<file path="src/rtl/fetch_if.sv">
// Fetch-stage bus bundle: instruction-memory req/gnt/rvalid channel plus the
// decode-side valid/ready channel with the branch feedback from decode.
// master = fetch unit, slave = memory/decode/redirect environment.
interface fetch_if #(
  parameter int ADDR_WIDTH = 32,
  parameter int DATA_WIDTH = 32
);
  // memory side
  logic                  mem_req;
  logic [ADDR_WIDTH-1:0] mem_addr;
  logic                  mem_gnt;
  logic [DATA_WIDTH-1:0] mem_rdata;
  logic                  mem_rvalid;
  // decode side
  logic                  instr_valid;
  logic                  instr_ready;
  logic [DATA_WIDTH-1:0] instr;
  logic [ADDR_WIDTH-1:0] pc;
  logic                  pc_src;
  logic [ADDR_WIDTH-1:0] imm_op;
  // external redirect
  logic                  flush;
  logic [ADDR_WIDTH-1:0] flush_addr;

  modport master (
    output mem_req, mem_addr, instr_valid, instr, pc,
    input  mem_gnt, mem_rdata, mem_rvalid, instr_ready, pc_src, imm_op,
           flush, flush_addr
  );

  modport slave (
    input  mem_req, mem_addr, instr_valid, instr, pc,
    output mem_gnt, mem_rdata, mem_rvalid, instr_ready, pc_src, imm_op,
           flush, flush_addr
  );
endinterface

</file>
<file path="src/rtl/fetch_unit.sv">
// Instruction fetch stage: holds the PC, issues one memory request at a time,
// hands the instruction to decode and computes the next PC from decode's
// branch decision. Flush redirects fetch from any state.
// Optional macro FETCH_MISALIGN_TRAP_EN: misaligned targets raise a sticky
// misalign_err and park the FSM in HALT; without it target bits [1:0] are
// cleared.
module fetch_unit #(
  parameter int                    ADDR_WIDTH   = 32,
  parameter int                    DATA_WIDTH   = 32,
  parameter logic [ADDR_WIDTH-1:0] RESET_VECTOR = '0
) (
  input  logic     clk,
  input  logic     rst,
  fetch_if.master  bus
`ifdef FETCH_MISALIGN_TRAP_EN
  ,
  output logic     misalign_err
`endif
);

  typedef enum logic [2:0] {
    S_IDLE,
    S_REQ,
    S_WAIT,
    S_OUT
`ifdef FETCH_MISALIGN_TRAP_EN
    , S_HALT
`endif
  } state_t;

  localparam logic [ADDR_WIDTH-1:0] LP_ALIGN_MASK = ~ADDR_WIDTH'(3);

  state_t                r_state;
  logic [ADDR_WIDTH-1:0] r_fetch_pc;
  logic                  r_discard;   // response of a flushed request still due
  logic                  r_mem_req;
  logic                  r_instr_valid;
  logic [DATA_WIDTH-1:0] r_instr;
  logic [ADDR_WIDTH-1:0] r_pc;

  logic [ADDR_WIDTH-1:0] w_seq_pc;
  logic [ADDR_WIDTH-1:0] w_br_pc;
  logic [ADDR_WIDTH-1:0] w_tgt_raw;
  logic [ADDR_WIDTH-1:0] w_tgt;
  logic [ADDR_WIDTH-1:0] w_flush_tgt;

  // Next-PC candidates; additions wrap modulo 2^ADDR_WIDTH.
  assign w_seq_pc  = r_pc + ADDR_WIDTH'(4);
  assign w_br_pc   = r_pc + bus.imm_op;
  assign w_tgt_raw = bus.pc_src ? w_br_pc : w_seq_pc;

`ifdef FETCH_MISALIGN_TRAP_EN
  logic r_misalign;
  logic w_halt;

  assign w_tgt       = w_tgt_raw;
  assign w_flush_tgt = bus.flush_addr;
  // Trap on a misaligned flush target, or a misaligned computed target at accept.
  assign w_halt = (r_state != S_HALT) &&
                  ((bus.flush && (bus.flush_addr[1:0] != 2'b00)) ||
                   (!bus.flush && (r_state == S_OUT) && bus.instr_ready &&
                    (w_tgt_raw[1:0] != 2'b00)));
  assign misalign_err = r_misalign;
`else
  assign w_tgt       = w_tgt_raw & LP_ALIGN_MASK;
  assign w_flush_tgt = bus.flush_addr & LP_ALIGN_MASK;
`endif

  // Fetch FSM with registered handshake outputs; flush outranks every event.
  always_ff @(posedge clk or posedge rst) begin
    if (rst) begin
      r_state       <= S_IDLE;
      r_fetch_pc    <= RESET_VECTOR;
      r_discard     <= 1'b0;
      r_mem_req     <= 1'b0;
      r_instr_valid <= 1'b0;
      r_instr       <= '0;
      r_pc          <= RESET_VECTOR;
`ifdef FETCH_MISALIGN_TRAP_EN
      r_misalign    <= 1'b0;
`endif
    end else begin
`ifdef FETCH_MISALIGN_TRAP_EN
      if (w_halt) begin
        r_state       <= S_HALT;
        r_mem_req     <= 1'b0;
        r_instr_valid <= 1'b0;
        r_misalign    <= 1'b1;
      end else
`endif
      case (r_state)
        S_IDLE: begin
          r_state   <= S_REQ;
          r_mem_req <= 1'b1;
          if (bus.flush) r_fetch_pc <= w_flush_tgt;
        end
        S_REQ: begin
          if (bus.flush) begin
            r_fetch_pc <= w_flush_tgt;
            if (bus.mem_gnt) begin
              r_discard <= 1'b1;
              r_state   <= S_WAIT;
              r_mem_req <= 1'b0;
            end
          end else if (bus.mem_gnt) begin
            r_state   <= S_WAIT;
            r_mem_req <= 1'b0;
          end
        end
        S_WAIT: begin
          if (bus.flush) begin
            r_fetch_pc <= w_flush_tgt;
            if (bus.mem_rvalid) begin
              r_discard <= 1'b0;
              r_state   <= S_REQ;
              r_mem_req <= 1'b1;
            end else begin
              r_discard <= 1'b1;
            end
          end else if (bus.mem_rvalid) begin
            if (r_discard) begin
              r_discard <= 1'b0;
              r_state   <= S_REQ;
              r_mem_req <= 1'b1;
            end else begin
              r_instr       <= bus.mem_rdata;
              r_pc          <= r_fetch_pc;
              r_state       <= S_OUT;
              r_instr_valid <= 1'b1;
            end
          end
        end
        S_OUT: begin
          if (bus.flush) begin
            r_fetch_pc    <= w_flush_tgt;
            r_instr_valid <= 1'b0;
            r_state       <= S_REQ;
            r_mem_req     <= 1'b1;
          end else if (bus.instr_ready) begin
            r_fetch_pc    <= w_tgt;
            r_instr_valid <= 1'b0;
            r_state       <= S_REQ;
            r_mem_req     <= 1'b1;
          end
        end
`ifdef FETCH_MISALIGN_TRAP_EN
        S_HALT: ;
`endif
        default: begin
          r_state       <= S_IDLE;
          r_mem_req     <= 1'b0;
          r_instr_valid <= 1'b0;
        end
      endcase
    end
  end

  assign bus.mem_req     = r_mem_req;
  assign bus.mem_addr    = r_fetch_pc;
  assign bus.instr_valid = r_instr_valid;
  assign bus.instr       = r_instr;
  assign bus.pc          = r_pc;

endmodule

</file>
<file path="src/flat_wrapper.sv">
// flat-port wrapper written by rule: the top's interface ports become plain ports
module fetch_unit_flat 
#(
  parameter int                    ADDR_WIDTH   = 32,
  parameter int                    DATA_WIDTH   = 32,
  parameter logic [ADDR_WIDTH-1:0] RESET_VECTOR = '0
)
  (clk, rst, bus_mem_req, bus_mem_addr, bus_instr_valid, bus_instr, bus_pc, bus_mem_gnt, bus_mem_rdata, bus_mem_rvalid, bus_instr_ready, bus_pc_src, bus_imm_op, bus_flush, bus_flush_addr);
  fetch_if #(.ADDR_WIDTH(ADDR_WIDTH), .DATA_WIDTH(DATA_WIDTH)) bus_i ();
  input  logic clk;
  input  logic rst;
  output wire logic [$bits(bus_i.mem_req)-1:0] bus_mem_req;
  output wire logic [$bits(bus_i.mem_addr)-1:0] bus_mem_addr;
  output wire logic [$bits(bus_i.instr_valid)-1:0] bus_instr_valid;
  output wire logic [$bits(bus_i.instr)-1:0] bus_instr;
  output wire logic [$bits(bus_i.pc)-1:0] bus_pc;
  input wire logic [$bits(bus_i.mem_gnt)-1:0] bus_mem_gnt;
  input wire logic [$bits(bus_i.mem_rdata)-1:0] bus_mem_rdata;
  input wire logic [$bits(bus_i.mem_rvalid)-1:0] bus_mem_rvalid;
  input wire logic [$bits(bus_i.instr_ready)-1:0] bus_instr_ready;
  input wire logic [$bits(bus_i.pc_src)-1:0] bus_pc_src;
  input wire logic [$bits(bus_i.imm_op)-1:0] bus_imm_op;
  input wire logic [$bits(bus_i.flush)-1:0] bus_flush;
  input wire logic [$bits(bus_i.flush_addr)-1:0] bus_flush_addr;
  assign bus_mem_req = bus_i.mem_req;
  assign bus_mem_addr = bus_i.mem_addr;
  assign bus_instr_valid = bus_i.instr_valid;
  assign bus_instr = bus_i.instr;
  assign bus_pc = bus_i.pc;
  assign bus_i.mem_gnt = bus_mem_gnt;
  assign bus_i.mem_rdata = bus_mem_rdata;
  assign bus_i.mem_rvalid = bus_mem_rvalid;
  assign bus_i.instr_ready = bus_instr_ready;
  assign bus_i.pc_src = bus_pc_src;
  assign bus_i.imm_op = bus_imm_op;
  assign bus_i.flush = bus_flush;
  assign bus_i.flush_addr = bus_flush_addr;
  fetch_unit #(.ADDR_WIDTH(ADDR_WIDTH), .DATA_WIDTH(DATA_WIDTH), .RESET_VECTOR(RESET_VECTOR)) u_core (.clk(clk), .rst(rst), .bus(bus_i));
endmodule
</file>
<file path="config.mk">
export PLATFORM = sky130hd
export DESIGN_NAME = fetch_unit_flat
export DESIGN_NICKNAME = d
export VERILOG_FILES = /design/src/rtl/fetch_if.sv /design/src/rtl/fetch_unit.sv /design/src/flat_wrapper.sv
export SDC_FILE = /design/constraint.sdc
export NUM_CORES = 1
export LEC_CHECK = 0
export ABC_AREA = 1
export CAP_MARGIN = 20
export CORE_ASPECT_RATIO = 0.6
export CORE_MARGIN = 10
export CORE_UTILIZATION = 50
export CTS_CLUSTER_DIAMETER = 30
export DETAILED_ROUTE_END_ITERATION = 16
export GPL_TIMING_DRIVEN = 0
export PLACE_DENSITY = 0.91
export SYNTH_ARGS = -nofsm -noshare
export SYNTH_HDL_FRONTEND = slang
export SYNTH_SLANG_ARGS = --single-unit
</file>
<file path="constraint.sdc">
create_clock -name clk -period 6.3 [get_ports clk]
set_input_delay 1.26 -clock clk [delete_from_list [all_inputs] [get_ports clk]]
set_output_delay 1.26 -clock clk [all_outputs]
set_load 0.01 [all_outputs]
</file>
Word-level counts from Yosys, hierarchy flattened
Cells that the tools add are included.
- register bits after elaboration: 102
- input port bits: 103
- logic and storage cells: 68
- add/subtract/negate cells: 2
- eq/ne operators: 12
- muxes and demuxes: 33
- bitwise logic cells: 3
- reductions and logical operators: 11
- operators by type and width (cell ; number):
    two-way mux 32 bit ; 4
    one-hot mux 32 bit (2 select lines) ; 1
    adder 32 x 3 -> 32 bit, second input constant ; 1
    adder 32 bit ; 1
    two-way mux 3 bit ; 6
    two-way mux 1 bit ; 17
    one-hot mux 3 bit (4 select lines) ; 1
    AND reduction 4 bit ; 3
    inequality test 2 bit, second input constant ; 5
    equality test 3 x 2 -> 1 bit, second input constant ; 2
    inequality test 3 bit, second input constant ; 2
    AND reduction 3 bit ; 2
    AND reduction 5 bit ; 1
    one-hot mux 1 bit (4 select lines) ; 1
    nonzero test 2 bit ; 2
    equality test 3 x 1 -> 1 bit, second input constant ; 1
    logical NOT 3 bit ; 1
    inequality test 3 x 2 -> 1 bit, second input constant ; 1
    inverter 1 bit ; 3
    one-hot mux 1 bit (3 select lines) ; 1
    OR reduction 3 bit ; 1
    two-way mux 2 bit ; 1
    inequality test 2 x 1 -> 1 bit, second input constant ; 1
    one-hot mux 1 bit (2 select lines) ; 1
    OR reduction 2 bit ; 1

Depth between registers and ports, before layout
- word-level depth: 5
- gate-level depth with buffers: 17
- mapped depth without buffers: 15

Worst setup path before layout
Ideal clock, no wire load.
- kind: input to register
- start: input port bus_pc_src
- end: register u_core.r_fetch_pc[18], in the netlist u_core.bus.mem_addr[18]
- setup time: 0.118 ns
- data arrival time: 3.029 ns
- path slack: 3.153 ns
- stages: 12
- path buffers: 1
- path through: clkbuf_1 -> nand2_1 -> ha_1 -> fa_1 -> nand3_1 -> nand3_1 -> a21oi_1 -> nor2_1 -> nor2_1 -> nor2_1 -> o21bai_1 -> inv_1
- longest elaborated chain between the ends: 4
- ends and longest elaborated chain (element ; RTL line ; text):
    from (decl) ; flat_wrapper.sv:21 ; input wire logic [$bits(bus_i.pc_src)-1:0] bus_pc_src;
    two-way mux 32 bit ; fetch_unit.sv:50 ; assign w_tgt_raw = bus.pc_src ? w_br_pc : w_seq_pc;
    two-way mux 32 bit ; fetch_unit.sv:139 ; end else if (bus.instr_ready) begin
    two-way mux 32 bit ; fetch_unit.sv:134 ; if (bus.flush) begin
    one-hot mux 32 bit (2 select lines) ; fetch_unit.sv:91 ; case (r_state)
    to (signal assigned) ; fetch_unit.sv:95 ; if (bus.flush) r_fetch_pc <= w_flush_tgt;
    to (signal assigned) ; fetch_unit.sv:135 ; r_fetch_pc <= w_flush_tgt;
    to (signal assigned) ; fetch_unit.sv:140 ; r_fetch_pc <= w_tgt;
    to (decl) ; fetch_unit.sv:34 ; logic [ADDR_WIDTH-1:0] r_fetch_pc;
No other way between the ends. The select of a mux whose other input is x is not followed.
A chain may end at the register's enable or synchronous reset.

Worst setup path after layout
- start: input port bus_pc_src
- end: register u_core.r_fetch_pc[31], in the netlist u_core.bus.mem_addr[31]
Same word-level chain as after synthesis.

==> flow_summary.json <==
{
  "critical_path_class": "input port to flop",
  "sequentialPowerShare_pct": 30.2,
  "avgRoutedWirePerCell_um": 18.0,
  "syn_area_per_cell_sq_um": 7.36,
  "report.final.setup_viol": 0,
  "cts_max_level": 3,
  "synthSimpleGateAreaFrac_pct": 27.3,
  "cp_data_arrival_time_ps": 4620,
  "fp.dieH_um": 108,
  "grt_setup_unrepaired": "no",
  "drc": 0,
  "cts_sinks": 97,
  "leakagePower_nw": 4.70,
  "crit_chain": "clkdlybuf4s50_1, clkbuf_1, buf_1, nand2_1, inv_1, ha_1, nand2_1, inv_1, nand2_1, inv_1, a21oi_1, nand2_1, nand2_1, nand2_1, nand2_1, nand3_1, nand2_1, nand2_1",
  "io_buffer_count": 192,
  "number_of_cells_in_the_design_after_placement": 1236,
  "grt_pass1_wl_um": 35500,
  "cts_inserted_buffers": 9,
  "worst_setup_path_start_kind": "input port",
  "finClkSkew_ps": 11.6,
  "achievable-frequency_ghz": 0.228,
  "vdd_ir_drop_max_mv": 0.275,
  "crit_fanout": 10,
  "slew_headroom_pct": 54.9,
  "core.rowCount": 31,
  "tns_ps": 0,
  "max_cap_viol_count": 0,
  "finish.cell_count_without_fillers": 1252,
  "timing.hold.worst.class": "flop to flop",
  "post_synth_inst_count": 875,
  "p_clk_share_pct": 15.5,
  "seq_area_frac_synth_pct": 37.7,
  "grt_max_degree": 61,
  "combinational_family_with_the_most_area_after_synthesis": "simple AND/OR/NAND/NOR gates",
  "firstDrtPassIters": 5,
  "fin_crit_sh_pct": 69.5,
  "drtIter0Drc": 549,
  "place_congestion": 0.937,
  "track_usage_pct": 24.6,
  "hpwlAfterDp_um": 18300,
  "area.growth.synth_to_final_pct": 38.3,
  "num_antenna_cells": 0,
  "p_comb_share_pct": 54.2,
  "layout.nets": 1215,
  "synth-compound-area-share_pct": 6.47,
  "report.final.slew_viol_count": 0,
  "floorplan.io_pins": 201,
  "vias": 6492,
  "cts_setup_buffers": 0,
  "antenna_found_initial": 0,
  "drive_gt1_share_pct": 10.1,
  "fp.dieW_um": 167,
  "total_power_mw": 3.69,
  "cp.required_ps": 6550,
  "synth-xor-area-share_pct": 0.272,
  "internal-power_mw": 2.15,
  "antenna_left": 0,
  "grt_remaining_overflow": 0,
  "cts_hold_buffers_added": 0,
  "clockBufferDepth": 2,
  "design.die.area_sq_mm": 0.0180,
  "status": "finished clean",
  "transition_time_of_the_tightest_slew_check_pin_ps": 676,
  "syn-cell-area_sq_mm": 0.00644,
  "routed_wirelength_um": 22500,
  "period_needed_ps": 4380,
  "critPathBufInv": 6,
  "cpLargestDelayFamily": "buffers and inverters",
  "post_cts_resize_count": 0,
  "synth.yosys.warnings": 0,
  "path_clk_slew_ps": 80,
  "post_synth_mux_area_share_pct": 10.7,
  "sw_frac_of_total_pct": 41.7,
  "critPathMaxStageDelay_ps": 570,
  "clock_tree.root_cell": "sky130_fd_sc_hd__clkbuf_16",
  "synth_adder_area_share_pct": 5.94,
  "initial_utilization_pct": 52.2,
  "yosys_register_bits": 97,
  "timing.final.hold_violations": 0,
  "core_region_area_sq_mm": 0.0123,
  "power_density_mw_per_mm2": 414,
  "postLayoutCoreUtil_pct": 72.2,
  "switchingPower_mw": 1.54,
  "tritoncts": "built",
  "number_of_distinct_standard_cells_referenced_by_the_synthesized_netlist": 37,
  "timing.critical_path.slowest_stage_cell": "sky130_fd_sc_hd__buf_1",
  "critPathMostFrequentCell": "sky130_fd_sc_hd__nand2_1",
  "worstSetupEndpointType": "flop",
  "clkLatencyLatePin_ps": 360,
  "grt_pass1_vias": 6478,
  "avgViaCountPerCell": 5.19
}
stage by stage:
step / hold slack, ps / area (sq um) / worst slack, ps
6_report: 508 / 8910 / 1920
5_1_grt: 526 / 8910 / 1790
4_1_cts: 510 / 8910 / 2090
3_5_place_dp: 494 / 8610 / 1750
3_3_place_gp: 486 / 8580 / 1070
2_1_floorplan: 530 / 6450 / 2510
per-layer routing:
layer / up-vias / global-route usage [%] / wire [um]
met4: 0 / 4.43 / 193
met5: - / 0 / 0
met2: 310 / 37.4 / 9500
met1: 3027 / 32.5 / 10000
met3: 21 / 10.1 / 2810
li1: 3134 / - / -
cell usage after synthesis:
library cell               number  area, sq um
sky130_fd_sc_hd__mux2_4        10          150
sky130_fd_sc_hd__and2_1         1         6.26
sky130_fd_sc_hd__nor3b_1        1         7.51
sky130_fd_sc_hd__o21bai_1       6         45.0
sky130_fd_sc_hd__xor2_1         1         8.76
sky130_fd_sc_hd__nand2_2        3         18.8
sky130_fd_sc_hd__ha_1          29          363
sky130_fd_sc_hd__nor2_1        75          282
sky130_fd_sc_hd__nand3_1       49          245
sky130_fd_sc_hd__o221ai_1       5         43.8
sky130_fd_sc_hd__o21ai_2        1         8.76
sky130_fd_sc_hd__nor2_4         3         33.8
sky130_fd_sc_hd__conb_1         1         3.75
sky130_fd_sc_hd__nand4_1        4         25.0
sky130_fd_sc_hd__mux2_2        48          541
sky130_fd_sc_hd__or2_2          7         43.8
sky130_fd_sc_hd__nand2_1      283         1060
sky130_fd_sc_hd__o22ai_1       11         68.8
sky130_fd_sc_hd__inv_2          3         11.3
sky130_fd_sc_hd__nor2_2         1         6.26
sky130_fd_sc_hd__clkbuf_1       3         11.3
sky130_fd_sc_hd__dfrtp_1       97         2430
sky130_fd_sc_hd__a21o_1         1         7.51
sky130_fd_sc_hd__fa_1           1         20.0
sky130_fd_sc_hd__a21oi_1       25          125
sky130_fd_sc_hd__a21boi_0       2         15.0
sky130_fd_sc_hd__a211o_1        1         8.76
sky130_fd_sc_hd__a31oi_1        3         18.8
sky130_fd_sc_hd__o21ai_0       15         75.1
sky130_fd_sc_hd__buf_6          3         33.8
sky130_fd_sc_hd__xnor2_1        1         8.76
sky130_fd_sc_hd__inv_1        160          601
sky130_fd_sc_hd__nor3_2         1         10.0
sky130_fd_sc_hd__buf_1          4         15.0
sky130_fd_sc_hd__buf_2          8         40.0
sky130_fd_sc_hd__nor3_1         4         20.0
sky130_fd_sc_hd__buf_4          4         30.0
kinds of logic after synthesis:
family,count (synthesis)
and+or+nand+nor,432
buffers and inverters,185
DFF,97
AOI/OAI and AO/OA,70
muxes,58
adders and majority gates,30
xor gates and xnor gates,2
other,1
cell type report:
type	count	area [sq um]
inverters	163	614
clock inverters	7	70.1
repair buffers	193	1950
well taps	165	206
fillers	1003	3430
flip-flops and latches	97	2430
plain buffers	22	130
clock buffers	9	225
multi-input cells	596	3280
worst reg2reg max path, delay by kind of cell, from the launching register on:
| kind | cells | cell delay (ps) |
|---|---|---|
| buffers and inverters | 1 | 70 |
| adders and majority gates | 2 | 750 |
| AOI/OAI and AO/OA | 2 | 490 |
| and+or+nand+nor | 5 | 670 |
| DFF | 1 | 420 |
layout by cell type, fill, tap and decap left out, types with 5 or more instances in the layout:
cell,count
sky130_fd_sc_hd__nand2_1,283
sky130_fd_sc_hd__o22ai_1,11
sky130_fd_sc_hd__dfrtp_1,97
sky130_fd_sc_hd__buf_2,8
sky130_fd_sc_hd__clkdlybuf4s50_1,192
sky130_fd_sc_hd__mux2_4,10
sky130_fd_sc_hd__or2_2,7
sky130_fd_sc_hd__o21bai_1,6
sky130_fd_sc_hd__mux2_2,48
sky130_fd_sc_hd__o21ai_0,15
sky130_fd_sc_hd__inv_1,159
sky130_fd_sc_hd__a21oi_1,25
sky130_fd_sc_hd__ha_1,29
sky130_fd_sc_hd__nand3_1,49
sky130_fd_sc_hd__clkbuf_16,9
sky130_fd_sc_hd__o221ai_1,5
sky130_fd_sc_hd__nor2_1,75
state kept, by name, indices dropped and copies added (netlist names):
| signal | cells |
|---|---|
| u_core.bus.instr | 32 |
| u_core.bus.instr_valid | 1 |
| u_core.bus.mem_addr | 30 |
| u_core.bus.mem_req | 1 |
| u_core.bus.pc | 30 |
| u_core.r_discard | 1 |
| u_core.r_state | 2 |
final timing paths:
path	startpoint	to	slack, ps	cells after the start
setup reg to reg	u_core.bus.pc[2]$_DFFE_PP0P_	u_core.bus.mem_addr[18]$_DFFE_PP0P_	3810	10
setup / recovery	bus_pc_src	u_core.bus.mem_addr[31]$_DFFE_PP0P_	1920	18
hold reg to reg	u_core.bus.instr[8]$_DFFE_PP0P_	u_core.bus.instr[8]$_DFFE_PP0P_	510	1
min in group asynchronous	rst	u_core.bus.instr[24]$_DFFE_PP0P_	1280	2
max in group asynchronous	rst	u_core.bus.pc[27]$_DFFE_PP0P_	4340	3
hold / removal	u_core.bus.instr[8]$_DFFE_PP0P_	u_core.bus.instr[8]$_DFFE_PP0P_	510	1
power groups by stage:
stage	Sequential (mW)	Combinational (mW)	Clock [mW]
after floorplan	1.20	0.942	0
after global placement	1.10	1.94	0
after detailed placement	1.12	1.98	0
after CTS	1.11	2.00	0.577
after global routing	1.15	2.20	0.600
final	1.12	2.00	0.573
Note: power is estimated with default switching activity, not from simulation.
